$ cat config.mk
export PLATFORM = sky130hd
export DESIGN_NAME = flit_serializer
export DESIGN_NICKNAME = d
export VERILOG_FILES = /design/src/rtl/link_pkg.sv /design/src/rtl/flit_serializer.sv
export SDC_FILE = /design/constraint.sdc
export NUM_CORES = 1
export LEC_CHECK = 0
export CAP_MARGIN = 25
export CORE_MARGIN = 10
export CORE_UTILIZATION = 51
export CTS_BUF_LIST = sky130_fd_sc_hd__clkbuf_16
export DETAILED_ROUTE_END_ITERATION = 8
export PLACE_DENSITY = 0.81
export SLEW_MARGIN = 25
export SYNTH_ARGS = -nofsm -noshare
export SYNTH_HDL_FRONTEND = slang
export SYNTH_SLANG_ARGS = --single-unit
$ cat constraint.sdc
create_clock -name clk -period 2.55 [get_ports clk]
set_input_delay 0.51 -clock clk [delete_from_list [all_inputs] [get_ports clk]]
set_output_delay 0.51 -clock clk [all_outputs]
set_load 0.005 [all_outputs]
$ cat src/rtl/link_pkg.sv
// Shared definitions for the mesh serial link: serializer FSM encoding and bit-order selector.
package link_pkg;

  typedef enum logic {SER_IDLE, SER_SHIFT} ser_state_t;

  // Value of the serializer LSB_FIRST parameter that selects MSB-first order.
  localparam bit LINK_MSB_FIRST = 1'b0;

endpackage

$ cat src/rtl/flit_serializer.sv
// Parallel-to-serial link transmitter: valid/ready word intake, one bit per clock out,
// with a one-word hold buffer so consecutive words stream with no idle cycle.
module flit_serializer
  import link_pkg::*;
#(
  parameter int N         = 8,
  parameter bit LSB_FIRST = LINK_MSB_FIRST
) (
  input  logic         clk,
  input  logic         reset,
  input  logic [N-1:0] i_data,
  input  logic         i_valid,
  output logic         o_ready,
  output logic         o_serial,
  output logic         o_frame,
  output logic         o_last,
  output logic         o_busy
);

  localparam int              CW       = $clog2(N);
  localparam logic [CW-1:0]   CNT_LAST = CW'(N - 1);

  ser_state_t      state;
  logic [N-1:0]    shreg;
  logic [CW-1:0]   cnt;
  logic [N-1:0]    hold_data;
  logic            hold_valid;

  logic            accept;
  logic            last_bit;
  logic [N-1:0]    shifted;

  assign o_ready  = reset & ~hold_valid;
  assign accept   = i_valid & o_ready;
  assign last_bit = (state == SER_SHIFT) && (cnt == CNT_LAST);
  assign shifted  = LSB_FIRST ? {1'b0, shreg[N-1:1]} : {shreg[N-2:0], 1'b0};

  // NOTE: every register below is updated with <= so all of them see the pre-edge values of
  // state, cnt and hold_valid; blocking assignments here would create order-dependent logic.
  always_ff @(posedge clk or negedge reset) begin
    if (!reset) begin
      state      <= SER_IDLE;
      shreg      <= '0;
      cnt        <= '0;
      hold_valid <= 1'b0;
    end else begin
      case (state)
        SER_IDLE: begin
          if (accept) begin
            state <= SER_SHIFT;
            shreg <= i_data;
            cnt   <= '0;
          end
        end
        SER_SHIFT: begin
          if (cnt == CNT_LAST) begin
            cnt <= '0;
            if (hold_valid) begin
              shreg      <= hold_data;
              hold_valid <= 1'b0;
            end else if (accept) begin
              shreg <= i_data;
            end else begin
              state <= SER_IDLE;
              shreg <= '0;
            end
          end else begin
            shreg <= shifted;
            cnt   <= cnt + CW'(1);
            if (accept) hold_valid <= 1'b1;
          end
        end
        default: state <= SER_IDLE;
      endcase
    end
  end

  // NOTE: hold_data has no reset on purpose; its contents are only ever consumed while
  // hold_valid is set, and hold_valid itself is reset.
  always_ff @(posedge clk) begin
    if (accept && (state == SER_SHIFT) && !last_bit) hold_data <= i_data;
  end

  assign o_frame  = (state == SER_SHIFT);
  assign o_serial = o_frame & (LSB_FIRST ? shreg[0] : shreg[N-1]);
  assign o_last   = last_bit;
  assign o_busy   = o_frame | hold_valid;

endmodule

Word level (Yosys, flattened, before mapping)
Cells that the tools add are included.
W data, S select, Z words.
Storage, ports and cells
  register bits after elaboration: 21
  input port bits: 11
  output and inout bits: 5
  logic and storage cells: 34
Cells by class
  add/sub/neg operators: 1
  eq/ne operators: 2
  multiplexer cells: 14
  bitwise logic cells: 6
  reduce and logical (&&, ||, !) cells: 6
Operators by type and width (number)
  $mux W8: 4
  $pmux W8 S2: 1
  $mux W3: 2
  $pmux W3 S2: 1
  $mux W1: 5
  $add A3 B1 Y3 const B: 1
  $and A1 B1 Y1: 3
  $eq A3 B3 Y1 const B: 1
  $logic_and A1 B1 Y1: 3
  $ne A2 B2 Y1 const B: 1
  $not A1 Y1: 2
  $pmux W1 S2: 1
  $reduce_and A2 Y1: 1
  $reduce_bool A2 Y1: 1
  $logic_not A1 Y1: 1
  $or A1 B1 Y1: 1

Longest topological paths before layout
  depth in word-level cells: 7
  depth in mapped cells: 6
  gate-level depth less buffers: 5

Worst setup path after synthesis
No wires, ideal clock.
  path type: register -> register
  from: reg cnt[0]
  to: reg hold_data[0] (enable)
  library setup time: 0.370 ns
  arrival time: 1.470 ns
  data required time: 2.180 ns
  setup slack: 0.709 ns
  stages on the path, launching flop included: 6
  path buffers: 1
  period minus slack after synthesis: 1.841 ns
  cell sequence: dfrtp_1 ha_1 ha_1 nand2b_1 buf_2 nor2_1
On the way
  cells in the longest elaborated chain, start to end: 4
Ends and longest elaborated chain
  start: declaration: RTL line flit_serializer.sv:25  | logic [CW-1:0] cnt;
  start signal: assignment: RTL line flit_serializer.sv:69  | cnt <= cnt + CW'(1);
  $eq A3 B3 Y1: RTL line flit_serializer.sv:35  | assign last_bit = (state == SER_SHIFT) && (cnt == CNT_LAST);
  $logic_and A1 B1 Y1: RTL line flit_serializer.sv:35
  $logic_not A1 Y1: RTL line flit_serializer.sv:81  | if (accept && (state == SER_SHIFT) && !last_bit) hold_data <= i_data;
  $logic_and A1 B1 Y1: RTL line flit_serializer.sv:81
  end signal: assignment: RTL line flit_serializer.sv:81
  end: declaration: RTL line flit_serializer.sv:26  | logic [N-1:0] hold_data;
No other way between the ends.
A chain may end at the register's enable or synchronous reset.

Worst setup path in the final report
  from: in reset
  to: out o_ready
On the way
  cells in the longest elaborated chain, start to end: 1
Ends and longest elaborated chain
  start: declaration: RTL line flit_serializer.sv:10  | input logic reset,
  $and A1 B1 Y1: RTL line flit_serializer.sv:33  | assign o_ready = reset & ~hold_valid;
  end: declaration: RTL line flit_serializer.sv:13  | output logic o_ready,
No other way between the ends.

==> flow_metrics.env <==
export IMPL_run_status="finished, final reports clean"
export IMPL_synth_net_count=94
export IMPL_via_count_of_the_first_global_routing_pass=712
export IMPL_port_buffers=15
export IMPL_synth_common_cells="sky130_fd_sc_hd__dfrtp_1 (13), sky130_fd_sc_hd__nor2_1 (10), sky130_fd_sc_hd__edfxtp_1 (8)"
export IMPL_biggest_area_contributors_in_the_synthesized_netlist="sky130_fd_sc_hd__dfrtp_1 (33%), sky130_fd_sc_hd__edfxtp_1 (25%), sky130_fd_sc_hd__a21bo_2 (7.2%)"
export IMPL_tritoncts_num_buffers=3
export IMPL_ctsLongestPathBuffers=2
export IMPL_finalHoldViolCount=0
export IMPL_synth_enable_flop_cells=8
export IMPL_gpl_final_weighted_congestion=0.791
export IMPL_clk_latency_ns=0.25
export IMPL_setup_tns_final_ns=0
export IMPL_drt_first_iter_violations=41
export IMPL_grt_antenna_before_repair=0
export IMPL_cts_repair_timing_setup_buffer_count=0
export IMPL_vias_after_detailed_routing=680
export IMPL_postCtsHoldBufs=0
export IMPL_synth_seq_area_share_pct=58.2
export IMPL_grt_max_degree=16
export IMPL_fin_crit_sh_pct=86.4
export IMPL_synth_ff_latch_count=21
export IMPL_clk_root_buffer_cell="sky130_fd_sc_hd__clkbuf_16"
export IMPL_detail_route_drc_violations=0
export IMPL_critPathArrivalTime_ns=1.69
export IMPL_worst_hold_path_type="register to register"
export IMPL_relative_slew_margins_pct=70.2
export IMPL_timing_critical_path_required_ns=2.04
export IMPL_dpl_hpwl_um=1500
export IMPL_hold_ws_ns=0.498
export IMPL_power_density_nw_per_um2=1150
export IMPL_final_min_clock_period_ns=2.20
export IMPL_mappedNetlistArea_um2=972
export IMPL_cts_tree="done"
export IMPL_vias_per_cell=5.48
export IMPL_grt_pass1_wl_um=3600
export IMPL_wl_met2_um=1030
export IMPL_global_route_overflow_total=0
export IMPL_report_final_setup_viol=0
export IMPL_area_delta_synth_final_pct=26.6
export IMPL_timing_critical_path_fanout_max=2
export IMPL_drtAntennaViolNets=0
export IMPL_worst_slew_pin_slew_ns=0.447
export IMPL_drt_pass1_iter_count=4
export IMPL_floorplan_core_area_um2=1760
export IMPL_initial_core_util_pct=55.1
export IMPL_synthArstFlopShare_pct=61.9
export IMPL_grt_usage_pct=11.2
export IMPL_timing_max_cap_violations=0
export IMPL_design_die_area_um2=4050
export IMPL_yosys_area_top_type="sky130_fd_sc_hd__dfrtp_1"
export IMPL_top_layer_used="met4"
export IMPL_crit_type="input port to output port"
export IMPL_startpoint_type="input port"
export IMPL_total_power_uw=1410
export IMPL_synthMostInstantiatedCell="sky130_fd_sc_hd__dfrtp_1"
export IMPL_n_antenna_cell=0
export IMPL_floorplan_die_height_um=63.7
export IMPL_avgRoutedWirePerCell_um=16.7
export IMPL_design_final_nets=113
export IMPL_setup_repair_after_global_routing_missed_its_margin="false"
export IMPL_max_fclk_mhz=454
export IMPL_synthesis_instances=81
export IMPL_yosys_most_used_dff="sky130_fd_sc_hd__dfrtp_1"
export IMPL_clock_skew_final_ns=0.00158
export IMPL_postCtsResizedCells=0
export IMPL_routed_wirelength_um=2070
export IMPL_syn_area_per_cell_um2=12.0
export IMPL_row_count=15
export IMPL_synthesis_yosys_warnings=0
export IMPL_met3_length_um=84
export IMPL_ys_types=24
export IMPL_p_leak_uw=0.000515
export IMPL_post_synth_top_area_fraction_pct=33.5
export IMPL_clk_pin_slew_ns=0.05
export IMPL_type_of_element_capturing_the_critical_path="output port"
export IMPL_cts_sinks=21
export IMPL_detail_route_wirelength_met1_um=915
export IMPL_cts_max_level=1
export IMPL_final_layout_size_suffix_gt1_share_pct=16.2
export IMPL_report_final_slew_viol_count=0
export IMPL_die_width_um=63.7
export IMPL_boundary_pins=16
export IMPL_vdd_ir_drop_max_uv=674
-- registers in the layout (all words and copies together) (netlist names) --
| name | cells |
|---|---|
| o_frame | 1 |
| shreg | 8 |
| hold_data | 8 |
| hold_valid | 1 |
| cnt | 3 |
-- critical path, cell delays in order --
cell and delay (ns):
sky130_fd_sc_hd__clkdlybuf4s50_1 0.50, sky130_fd_sc_hd__nor2b_1 0.16, sky130_fd_sc_hd__clkdlybuf4s50_1 0.52
-- kinds of logic (layout without fill, tap and decap cells) --
| logic type | Yosys count | in the layout | synth area share, % |
|---|---|---|---|
| buffers and inverters | 6 | 24 | 3.60 |
| muxes | 1 | 1 | 1.03 |
| DFF | 21 | 21 | 58.2 |
| AOI/OAI and AO/OA | 28 | 28 | 23.3 |
| adders and majority gates | 2 | 2 | 2.57 |
| and+or+nand+nor | 23 | 23 | 11.3 |
-- metal layers --
layer	GRT usage (%)	vias to the layer above
met1	13.7	329
li1	-	333
met5	0	-
met3	2.65	4
met2	17.1	14
met4	7.10	0
-- cells in the final DEF (no fill, tap or decap), drive strengths merged --
cell / instances
nor2: 11
a22oi: 7
clkbuf: 3
a32oi: 1
a21oi: 1
a21o: 1
buf: 4
o22ai: 1
o2bb2ai: 7
inv: 2
mux2i: 1
clkdlybuf4s50: 15
edfxtp: 8
and3b: 1
or2: 1
nand2: 5
nor2b: 1
o21ai: 3
a21bo: 7
nand3b: 1
and2: 2
nand2b: 1
ha: 2
dfrtp: 13
-- path summary, 6_finish.rpt --
check,startpoint,to,slack [ns],cells after the start
hold reg to reg,shreg[2],shreg[2],0.50,1
max in group asynchronous,reset,shreg[6],1.74,2
min in group asynchronous,reset,hold_valid,0.64,2
setup reg to reg,cnt[0],hold_data[1],0.68,6
hold / removal,shreg[2],shreg[2],0.50,1
setup / recovery,reset,o_ready,0.35,3
-- layout make-up --
class,count,area [um^2]
Clock inverter,1,3.75
Sequential cell,21,566
Fill cell,144,533
Tap cell,25,31.3
Inverter,1,3.75
Multi-Input combinational cell,54,372
Timing Repair Buffer,19,180
Clock buffer,3,75.1
-- power by group --
| part | internal, uW | leakage, uW | switching [uW] |
|---|---|---|---|
| Combinational | 265 | 0.000246 | 249 |
| Sequential | 473 | 0.000227 | 109 |
| Clock | 208 | 0.0000423 | 107 |
| Total | 947 | 0.000515 | 465 |
-- per-stage QoR --
step           worst slack (ns)  utilization (%)  instances  cell area [um^2]
6_report                  0.346             69.8        124              1230
5_1_grt                   0.275             69.8        124              1230
4_1_cts                   0.322             69.8        124              1230
3_5_place_dp              0.322             65.3        120              1150
3_3_place_gp              0.343             65.3        120              1150
2_1_floorplan             0.709                -         81               972
No activity file was read; power rests on OpenSTA's default activity.
